File: config.mk
export PLATFORM = sky130hd
export DESIGN_NAME = fft_out_framer
export DESIGN_NICKNAME = d
export VERILOG_FILES = /design/src/rtl/fft_out_framer.sv
export SDC_FILE = /design/constraint.sdc
export NUM_CORES = 1
export LEC_CHECK = 0
export BUFFER_PORTS_ARGS = -buffer_cell sky130_fd_sc_hd__buf_2
export CORE_ASPECT_RATIO = 1.75
export CORE_MARGIN = 4
export CORE_UTILIZATION = 50
export DETAILED_ROUTE_END_ITERATION = 8
export PLACE_DENSITY = 0.66
export SLEW_MARGIN = 30
export SYNTH_ARGS = -nofsm -noshare
export SYNTH_HDL_FRONTEND = slang
export SYNTH_SLANG_ARGS = --single-unit
File: constraint.sdc
create_clock -name i_clk -period 7.2 [get_ports i_clk]
set_input_delay 0.72 -clock i_clk [delete_from_list [all_inputs] [get_ports i_clk]]
set_output_delay 0.72 -clock i_clk [all_outputs]
set_load 0.01 [all_outputs]
File: src/rtl/fft_out_framer.sv
// Re-packs the inverse-FFT clock-enabled sample stream into a valid/ready stream with
// first/last frame markers, rounding IWIDTH -> OWIDTH. Build option: FFT_OUT_FRAMER_ROUND_EN.
module fft_out_framer #(
  parameter int unsigned IWIDTH = 21,
  parameter int unsigned OWIDTH = 16,
  parameter int unsigned LGSIZE = 11,
  parameter int unsigned LGFIFO = 4
) (
  input  logic                  i_clk,
  input  logic                  i_reset_n,
  input  logic                  i_ce,
  input  logic [2*IWIDTH-1:0]   i_sample,
  input  logic                  i_sync,
  input  logic                  i_clear,
  output logic                  o_valid,
  input  logic                  i_ready,
  output logic [2*OWIDTH-1:0]   o_data,
  output logic                  o_first,
  output logic                  o_last,
  output logic                  o_overflow
);

  localparam int unsigned D     = IWIDTH - OWIDTH;
  localparam int unsigned Depth = 2 ** LGFIFO;
  localparam int unsigned EW    = 2 * OWIDTH + 2;

`ifdef FFT_OUT_FRAMER_ROUND_EN
  localparam logic [IWIDTH:0] RndBias = (IWIDTH + 1)'((2 ** (D - 1)) - 1);
`endif

  typedef enum logic [1:0] {StIdle, StStream, StResync} state_e;

  function automatic logic [OWIDTH-1:0] round_comp(input logic [IWIDTH-1:0] x);
`ifdef FFT_OUT_FRAMER_ROUND_EN
    logic [IWIDTH:0] sum;
    logic [OWIDTH:0] q;
    sum = {x[IWIDTH-1], x} + RndBias + (IWIDTH + 1)'(x[D]);
    q   = sum[IWIDTH:D];
    // Only a positive carry can push past the top; negative sums never underflow.
    if (q[OWIDTH] != q[OWIDTH-1]) begin
      round_comp = {1'b0, {(OWIDTH - 1){1'b1}}};
    end else begin
      round_comp = q[OWIDTH-1:0];
    end
`else
    round_comp = x[IWIDTH-1:D];
`endif
  endfunction

  state_e               state_q, state_d;
  logic [LGSIZE-1:0]    frm_cnt_q, frm_cnt_d;
  logic [LGFIFO:0]      fifo_cnt_q, fifo_cnt_d;
  logic [LGFIFO-1:0]    wr_ptr_q, rd_ptr_q;
  logic                 ovf_q, ovf_d;
  logic [EW-1:0]        mem [Depth];

  logic                 full, rd_en, wr_req, wr_en, drop;
  logic [LGSIZE-1:0]    frm_pos;
  logic                 ent_first, ent_last;
  logic [2*OWIDTH-1:0]  rnd_data;
  logic [EW-1:0]        head;

  assign rnd_data = {round_comp(i_sample[2*IWIDTH-1:IWIDTH]), round_comp(i_sample[IWIDTH-1:0])};

  always_comb begin
    full      = (fifo_cnt_q == (LGFIFO + 1)'(Depth));
    rd_en     = o_valid && i_ready;
    // The sync sample itself is written when leaving IDLE/RESYNC.
    wr_req    = i_ce && ((state_q == StStream) || i_sync);
    drop      = wr_req && full && !rd_en;
    wr_en     = wr_req && !drop;
    frm_pos   = i_sync ? '0 : frm_cnt_q;
    ent_first = (frm_pos == '0);
    ent_last  = (frm_pos == '1);

    state_d = state_q;
    unique case (state_q)
      StIdle, StResync: if (i_ce && i_sync) state_d = StStream;
      StStream:         state_d = StStream;
      default:          state_d = StIdle;
    endcase
    if (drop) state_d = StResync;

    frm_cnt_d  = wr_en ? frm_pos + LGSIZE'(1) : frm_cnt_q;
    fifo_cnt_d = fifo_cnt_q + (LGFIFO + 1)'(wr_en) - (LGFIFO + 1)'(rd_en);
    ovf_d      = drop ? 1'b1 : (i_clear ? 1'b0 : ovf_q);
  end

  always_ff @(posedge i_clk or negedge i_reset_n) begin
    if (!i_reset_n) begin
      state_q    <= StIdle;
      frm_cnt_q  <= '0;
      fifo_cnt_q <= '0;
      wr_ptr_q   <= '0;
      rd_ptr_q   <= '0;
      ovf_q      <= 1'b0;
    end else begin
      state_q    <= state_d;
      frm_cnt_q  <= frm_cnt_d;
      fifo_cnt_q <= fifo_cnt_d;
      ovf_q      <= ovf_d;
      if (wr_en) wr_ptr_q <= wr_ptr_q + LGFIFO'(1);
      if (rd_en) rd_ptr_q <= rd_ptr_q + LGFIFO'(1);
    end
  end

  // Storage needs no reset; outputs are qualified by the reset count.
  always_ff @(posedge i_clk) begin
    if (wr_en) mem[wr_ptr_q] <= {ent_first, ent_last, rnd_data};
  end

  always_comb begin
    head       = mem[rd_ptr_q];
    o_valid    = (fifo_cnt_q != '0);
    o_first    = o_valid && head[EW-1];
    o_last     = o_valid && head[EW-2];
    o_data     = head[2*OWIDTH-1:0];
    o_overflow = ovf_q;
  end

endmodule

==> results.cfg, run 1 <==
[status]
status = finished, final reports clean

[timing]
min_period_over_period_pct = 57.9
final-setup-viol-count = 0
tns_ns = 0
whs_ns = 0.182
rsz0062_at_grt = no
slew_viol_final = 0
slew_headroom_pct = 49.7
fin_crit_ns = 4.17
final_hold_viol_count = 0
finalClockSkew_ns = 0.0129
max_freq_mhz = 240
worst_slew_pin_slew_ns = 0.753

[drt]
drt_pass1_iterations = 5
drc_errors = 0
vias = 10100
wl_per_cell_microns = 26.1
routed_wl_microns = 44600
drtIter0Drc = 784
vias_per_cell = 5.92
antenna_left = 0

[power_and_ir_drop]
powerDensity_nw_per_um2 = 383
power.share.sequential_pct = 44.8
p_leak_uw = 0.00802
pwr-share-clk_pct = 27.1
p_int_uw = 6630
netSwitchingFraction_pct = 29.8
peakVddDrop_mv = 0.346
p_switching_uw = 2810
pwr-share-comb_pct = 28.0

[clock_network]
ctsLongestPathBuffers = 3
cts_buffers = 47
holdBufCountCts = 0
cts_tree = done
cts.sink_count = 571
root_buffer = clkbuf_16
cts_resized = 0
cts_setup_buffers = 0
clock_latency_ns = 0.56
path_clk_slew_ns = 0.07
cts.htree.levels = 2

[yosys]
yosys-top-cells-area = edfxtp_1, mux4_2, dfrtp_1
async_flop_share_pct = 4.73
ys_top_cells_by_count = edfxtp_1, mux4_2, a22oi_1
seq_area_frac_synth_pct = 77.8
synth_edf_count = 544
synth.most_common_cell = edfxtp_1
ys_types = 49
synthCells = 1005
synth.net_count = 1066
synth.largest_area_cell = edfxtp_1
syn_avg_cell_area_sq_um = 21.8
yosys_warnings = 0
synth_top_area_share_pct = 74.7
ys.flop_type = edfxtp_1
ys_ff_latch = 571
syn-cell-area_sq_um = 21900

[min_path]
hold_class = input pin to asynchronous set/reset pin

[floorplan]
row_count = 101
initial_core_util_pct = 50.5
die_area_sq_um = 47300
die_x_microns = 166
core_area_sq_um = 43300
die_y_microns = 285
ioPinCount = 84

[place]
gp_congestion = 0.712
portBuffers = 73
hpwl_microns = 23100

[worst_setup_path]
cp-start-kind = flip-flop
arrival_ns = 3.45
worstSetupEndpointType = output port
critPathRequiredTime_ns = 6.48
path_class = flip-flop to output port
path_max_fanout = 62

[run]
cap_violations = 0

[final_layout]
final_layout_size_suffix_gt1_share_pct = 30.0
finish.utilization_pct = 56.9
num-nets-final = 1165
area_growth_pct = 12.8

[global_route]
grt.total_usage_pct = 19.1
grt_pass1_wl_microns = 68000
grt_pass1_vias = 11200
grt-ovfl-total = 0
antenna_found_initial = 1
grt_max_degree = 107
==> routing by layer <==
metal / share of wire [%] / GRT usage [%] / vias up
met2: 54 / 34.5 / 283
met4: 2.8 / 6.07 / 2
met5: 0.029 / 0 / -
met1: 38 / 24.0 / 5377
met3: 5.3 / 2.78 / 79
li1: - / - / 4378
==> kinds of logic (layout without fill, tap and decap cells) <==
kind of cell    count (synthesis)  in the layout  synth area share (%)
mux                           139            139                  14.1
flops                         571            571                  77.8
compound gates                 87             87                  2.96
buf+inv                        67            203                  1.33
simple gates                  112            112                  2.39
other cells                     0              1                     0
fa+ha+maj                      13             13                 0.778
xor+xnor                       16             16                 0.641
==> cells in the final DEF (no fill, tap or decap), types with 5 or more instances in the layout <==
master      netlist  final
edfxtp_1        544    544
mux4_2          136    136
buf_2            23     73
a22oi_1          64     64
nand2_1          58     58
clkbuf_16         0     49
dfrtp_1          27     25
buf_4             1     25
inv_1            14     14
nor2_4            0     13
ha_1             12     12
xor2_1            9      9
clkinv_2          0      9
clkbuf_1         24      8
xnor2_1           7      7
clkinvlp_4        0      6
nand4_1           5      5
==> flip-flops by register name, indices dropped and copies added, names as in the netlist <==
name and cells:
fifo_cnt_q 5, frm_cnt_q 11, mem 544, o_overflow 1, rd_ptr_q 4, state_q 2, wr_ptr_q 4
==> area by class of cell <==
cell class	instances	area, sq um
fill	3152	18700
sequential	571	17000
multi-input combinational	367	4710
clock buffer	60	1300
tap	566	708
timing repair buffer	102	641
clock inverter	26	251
inverter	15	56.3
antenna	1	2.50
==> critical path, cell delays in order (launching register included) <==
cell and delay, ns:
dfrtp_4 0.87, buf_12 0.40, buf_16 0.41, mux4_2 0.57, a22oi_1 0.23, nand2_1 0.14, buf_2 0.17
==> worst paths after layout <==
check / depth (start not counted) / endpoint / slack, ns / startpoint
min in group i_clk: 2 / o_overflow / 0.35 / i_clear
max reg2reg: 8 / mem[7][6] / 4.05 / fifo_cnt_q[2]
min: 1 / frm_cnt_q[3] / 0.18 / i_reset_n
max: 6 / o_data[22] / 3.03 / rd_ptr_q[0]
max in group asynchronous: 1 / rd_ptr_q[0] / 6.54 / i_reset_n
min reg2reg: 1 / state_q[0] / 0.50 / state_q[0]
==> power by group through the flow <==
| stage | logic, uW | registers (uW) | clock network, uW |
|---|---|---|---|
| floorplan | 1910 | 4150 | 0 |
| global placement | 2610 | 4340 | 0 |
| detailed placement | 2690 | 4320 | 0 |
| CTS | 2700 | 4240 | 2620 |
| global route | 2880 | 4280 | 2760 |
| finish | 2650 | 4230 | 2560 |
==> per-stage QoR <==
stage	std cells	setup slack, ns	total power (uW)	area [sq um]
floorplan	1005	2.76	6050	21900
detailed placement	1620	3.54	7000	23100
CTS	1706	2.93	9560	24700
global placement	1619	3.52	6950	23100
finish	1708	3.03	9440	24700
global route	1707	2.73	9910	24700
(Power assumes the default switching activity.)
==> inputs of run 2 (changes only) <==
--- a/config.mk
+++ b/config.mk
@@ -5,6 +5,7 @@
 export SDC_FILE = /design/constraint.sdc
 export NUM_CORES = 1
 export LEC_CHECK = 0
+export ABC_AREA = 1
 export BUFFER_PORTS_ARGS = -buffer_cell sky130_fd_sc_hd__buf_2
 export CORE_ASPECT_RATIO = 1.75
 export CORE_MARGIN = 4
==> constraint.sdc (replaced) <==
create_clock -name i_clk -period 4 [get_ports i_clk]
set_input_delay 0.4 -clock i_clk [delete_from_list [all_inputs] [get_ports i_clk]]
set_output_delay 0.4 -clock i_clk [all_outputs]
set_load 0.01 [all_outputs]
==> run 2 against run 1 <==
  * The run now ends with DRC left
  * Routed wire length up 23%
  * Register-to-register slack got worse by 2.8 ns
  * Non-clock buffer count up 13
  * Synthesized cell count increased by 79%
  * Sequential power rose by 79%
  * Hold slack got worse by 0.066 ns
  * Critical path depth up 1
  * First-iteration DRC count grew 60%
  * Clock skew rose by 0.0069 ns
  * Synthesized area up 6.3%
  * Die area rose by 6.1%
==> results.cfg, run 2 <==
[clock_network]
path_clk_slew_ns = 0.07
cts.sink_count = 571
ctsLongestPathBuffers = 3
cts.htree.levels = 2
cts_tree = done
clock_latency_ns = 0.57
cts_setup_buffers = 0
cts_buffers = 49
root_buffer = clkbuf_16

[min_path]
hp-start = i_ready
hold_class = input pin to flip-flop

[floorplan]
initial_core_util_pct = 50.5
core_area_sq_um = 46100
die_area_sq_um = 50200
die_y_microns = 293
row_count = 104
ioPinCount = 84
die_x_microns = 171

[status]
status = complete, but fails checks
violations = DRC

[worst_setup_path]
path_max_fanout = 85
worstSetupEndpointType = output port
startpoint = rd_ptr_q[0]
worst_r2r_endpoint = mem[6][6]
endpoint = o_data[21]
reg2reg_slack_ns = 1.20
cp-start-kind = flip-flop
critPathRequiredTime_ns = 3.60
path_class = flip-flop to output port
reg2reg_depth = 8
timing.rr.start = fifo_cnt_q[3]
arrival_ns = 3.04

[yosys]
syn-cell-area_sq_um = 23300
async_flop_share_pct = 4.73
yosys_warnings = 0
ys_top_cells_by_count = edfxtp_1, nor2_1, o21ai_0
synth_edf_count = 544
synth.largest_area_cell = edfxtp_1
seq_area_frac_synth_pct = 73.1
yosys-top-cells-area = edfxtp_1, o211ai_1, nor2_1
ys_ff_latch = 571
synth.net_count = 1863
syn_avg_cell_area_sq_um = 12.9
ys_types = 28
synth_top_area_share_pct = 70.2
synth.most_common_cell = edfxtp_1
ys.flop_type = edfxtp_1
synthCells = 1802

[timing]
min_period_over_period_pct = 86.1
rsz0062_at_grt = no
worst_slew_pin_slew_ns = 0.903
max_freq_mhz = 291
final-setup-viol-count = 0
slew_headroom_pct = 39.8
tns_ns = 0
setup_slack_ns = 0.558
slew_viol_final = 0
fin_crit_ns = 3.44
final_hold_viol_count = 0
finalClockSkew_ns = 0.0198

[final_layout]
layout_commonest_cell = edfxtp_1
reg_top3 = mem (544), frm_cnt_q (11), fifo_cnt_q (5)
finish.utilization_pct = 56.4
mostFrequentLayoutCells = edfxtp_1, nor2_1, o21ai_0, o211ai_1, nand2_1
largest_reg_flops = 544
num-nets-final = 1915
postLayoutCellArea_sq_um = 26000
area_growth_pct = 11.8
final_layout_size_suffix_gt1_share_pct = 12.5
regMostFlops = mem

[place]
pre_cts_ws_ns = 1.09
gp_congestion = 0.740
portBuffers = 73
placed_cell_area_sq_um = 24300
hpwl_microns = 28600

[global_route]
grt_pass1_vias = 14500
grt.met2_usage_pct = 38.9
grt_pass1_wl_microns = 83900
grt-ovfl-total = 0
top_usage_layer = met2
use_met3_pct = 2.81
grt.total_usage_pct = 21.9
antenna_found_initial = 1
use_met1_pct = 27.4
grt_max_degree = 196

[drt]
drtIter0Drc = 1257
wl_per_cell_microns = 22.1
routed_wl_microns = 54900
antenna_left = 0
vias_per_cell = 5.78
drt_pass1_iterations = 7
drc_errors = 2
vias = 14300

[power_and_ir_drop]
p_leak_uw = 0.00901
power.total_uw = 18800
powerDensity_nw_per_um2 = 725
peakVddDrop_mv = 1.01

[run]
cap_violations = 0
## run 2: cell count changes in the layout (fill, tap and decap cells not counted), sizes merged, moves of 7 or more
| cell | change |
|---|---|
| buf | +11 |
| o21ai | +229 |
| mux4 | -136 |
| o211ai | +160 |
| clkinv | +12 |
| nand2 | +95 |
| nor2 | +215 |
| nand3 | +96 |
| a21oi | +70 |
| inv | +116 |
| clkbuf | -7 |
| a22oi | -64 |
## run 2: critical path, cell delays in order, from the launching register on
cell and delay, ns:
dfrtp_4 0.53, inv_6 0.49, buf_4 0.56, o21ai_0 0.18, o211ai_1 0.24, nand3_1 0.10
nand2_1 0.14, buf_2 0.16
## run 2: worst min path at each step
stage | endpoint | slack (ns) | depth (start not counted)
after floorplan | fifo_cnt_q[0] | 0.10 | 0
after global placement | frm_cnt_q[2] | 0.44 | 1
final | rd_ptr_q[3] | 0.12 | 3
after global routing | rd_ptr_q[3] | 0.12 | 3
after detailed placement | frm_cnt_q[6] | 0.46 | 1
after CTS | rd_ptr_q[3] | 0.09 | 3
## run 2: report_power, final
| group | switching, uW | total (uW) | internal, uW | leakage [uW] |
|---|---|---|---|---|
| Combinational | 4440 | 6320 | 1890 | 0.00294 |
| Sequential | 267 | 7590 | 7320 | 0.00525 |
| Clock | 2140 | 4930 | 2790 | 0.000813 |
## run 2: kinds of logic after synthesis
group / count (synthesis) / synth area share (%)
adder cells (fa/ha/maj): 13 / 0.732
AND/OR/NAND/NOR: 490 / 8.54
AO/OA/AOI/OAI: 465 / 12.0
XOR/XNOR: 16 / 0.603
flip-flops: 571 / 73.1
buffers and inverters: 247 / 5.03
## run 2: layer usage
layer | part of all wire, % | vias to the layer above
met3 | 5.8 | 124
met1 | 38 | 7124
met2 | 53 | 457
met4 | 3.5 | 0
li1 | - | 6631
met5 | 0 | -
## run 2: final cells by class
cell class	instances	area, sq um
sequential	571	17000
tap	583	729
inverter	133	505
clock inverter	39	443
antenna	2	5.00
clock buffer	53	1240
fill	3618	20100
timing repair buffer	115	848
multi-input combinational	984	5200
## run 2: metrics by stage
stage / hold slack, ns / cells
after floorplan: 0.104 / 1802
after global placement: 0.442 / 2384
after detailed placement: 0.455 / 2384
after CTS: 0.0897 / 2478
after global routing: 0.115 / 2479
final: 0.116 / 2480
## run 2: repair_timing
| item | CTS | global route |
|---|---|---|
| resized for setup | 0 | 0 |
| hold endpoints to repair | 28 | 0 |
| hold buffers | 2 | 0 |
==> inputs of run 3 (changes only) <==
==> constraint.sdc (replaced) <==
create_clock -name i_clk -period 4 [get_ports i_clk]
set_input_delay 0.2 -clock i_clk [delete_from_list [all_inputs] [get_ports i_clk]]
set_output_delay 0.2 -clock i_clk [all_outputs]
set_load 0.01 [all_outputs]
==> run 3 against run 2 <==
  * The run now ends clean
  * Utilization barely moved
  * Sequential power barely moved
  * Global-route usage fell by 0.44 points
  * Combinational power barely moved
  * Fmax rose by 3.0%
  * Die area did not move
  * Non-clock buffer count rose by 20
  * Register-to-register slack improved by 0.02 ns
  * Largest cell class unchanged
  * Critical path depth did not move
  * Critical path type unchanged
  * Count of clock-buffer cells in the layout rose by 3
==> results.cfg, run 3 (same netlist as run 2, synthesis figures left out) <==
[global_route]
grt_pass1_vias = 14300
antenna_found_initial = 1
grt.total_usage_pct = 21.5
grt-ovfl-total = 0
grt_max_degree = 204
grt_pass1_wl_microns = 82500

[drt]
drtIter0Drc = 1332
wl_per_cell_microns = 21.7
routed_wl_microns = 54100
drc_errors = 0
antenna_left = 0
vias_per_cell = 5.78
vias = 14400
drt_pass1_iterations = 5

[worst_setup_path]
worstSetupEndpointType = output port
critPathRequiredTime_ns = 3.80
arrival_ns = 3.14
path_max_fanout = 99
path_class = flip-flop to output port
cp-start-kind = flip-flop

[status]
status = finished, final reports clean

[timing]
finalClockSkew_ns = 0.0173
min_period_over_period_pct = 83.6
final_hold_viol_count = 0
whs_ns = 0.0294
slew_headroom_pct = 38.3
final-setup-viol-count = 0
fin_crit_ns = 3.34
slew_viol_final = 0
worst_slew_pin_slew_ns = 0.924
max_freq_mhz = 299
tns_ns = 0
rsz0062_at_grt = no

[power_and_ir_drop]
powerDensity_nw_per_um2 = 709
peakVddDrop_mv = 0.645
p_leak_uw = 0.00901

[floorplan]
core_area_sq_um = 46100
die_area_sq_um = 50200
row_count = 104
initial_core_util_pct = 50.5
ioPinCount = 84
die_y_microns = 293
die_x_microns = 171

[final_layout]
final_layout_size_suffix_gt1_share_pct = 11.4
regMostFlops = mem
finish.utilization_pct = 56.5
layout_commonest_cell = edfxtp_1
largest_reg_flops = 544
area_growth_pct = 11.8
fin_cells = 2494
reg_top3 = mem (544), frm_cnt_q (11), fifo_cnt_q (5)
mostFrequentLayoutCells = edfxtp_1, nor2_1, o21ai_0, o211ai_1, nand2_1
num-nets-final = 1934

[place]
placedCellCount = 2378
hpwl_microns = 26800
gp_congestion = 0.750
portBuffers = 73

[clock_network]
cts_resized = 0
root_buffer = clkbuf_16
ctsLongestPathBuffers = 3
cts_tree = done
cts.htree.levels = 2
cts.sink_count = 571
cts_buffers = 48
path_clk_slew_ns = 0.07
clock_latency_ns = 0.56

[run]
cap_violations = 0

[min_path]
hold_class = input pin to flip-flop
[run 3: where the power goes]
group / leakage, uW / internal (uW) / total, uW / switching [uW]
combinational: 0.00301 / 1870 / 6290 / 4420
sequential: 0.00525 / 7330 / 7580 / 258
clock: 0.000752 / 2560 / 4570 / 2010
total: 0.00901 / 11800 / 18400 / 6690
[run 3: repair_timing]
| action | in CTS | in global routing |
|---|---|---|
| buffers inserted | 0 | 0 |
| endpoints found under the hold margin | 328 | 0 |
| hold buffers | 28 | 0 |
[run 3: final cells by class]
cell class / instances / area [sq um]
Multi-Input combinational cell: 984 / 5200
Antenna cell: 1 / 2.50
Clock inverter: 31 / 270
Inverter: 133 / 505
Timing Repair Buffer: 135 / 1030
Tap cell: 583 / 729
Sequential cell: 571 / 17000
Fill cell: 3666 / 20100
Clock buffer: 56 / 1250
[run 3: layer usage]
metal,up-vias,global-route usage (%),part of all wire (%)
li1,6654,-,-
met1,7149,28.2,39
met2,494,36.6,51
met3,114,2.77,6.3
met4,0,8.14,3.6
met5,-,0,0
[run 3: final timing paths]
path | from | end | slack [ns] | cells after the start
min reg2reg | frm_cnt_q[0] | frm_cnt_q[0] | 0.49 | 2
max | rd_ptr_q[0] | o_data[21] | 0.66 | 7
max in group asynchronous | i_reset_n | rd_ptr_q[1] | 3.30 | 2
max reg2reg | fifo_cnt_q[2] | mem[7][23] | 1.22 | 8
min in group asynchronous | i_reset_n | frm_cnt_q[2] | 0.21 | 2
min | i_sample[16] | mem[14][11] | 0.03 | 1
[run 3: per-stage QoR]
stage | total power (uW) | cell area [sq um] | setup WS [ns]
floorplan | 12000 | 23300 | 0.967
global placement | 13800 | 24200 | 1.25
detailed placement | 14000 | 24200 | 1.18
CTS | 18600 | 26000 | 0.622
global route | 19500 | 26000 | 0.485
finish | 18400 | 26000 | 0.658
[run 3: worst max-delay path, cell delays in order, from the launching register on]
cell	delay, ns
dfrtp_4	0.69
inv_6	0.68
buf_4	0.45
o21ai_0	0.13
o211ai_1	0.21
nand3_1	0.10
nand2_1	0.13
buf_2	0.15
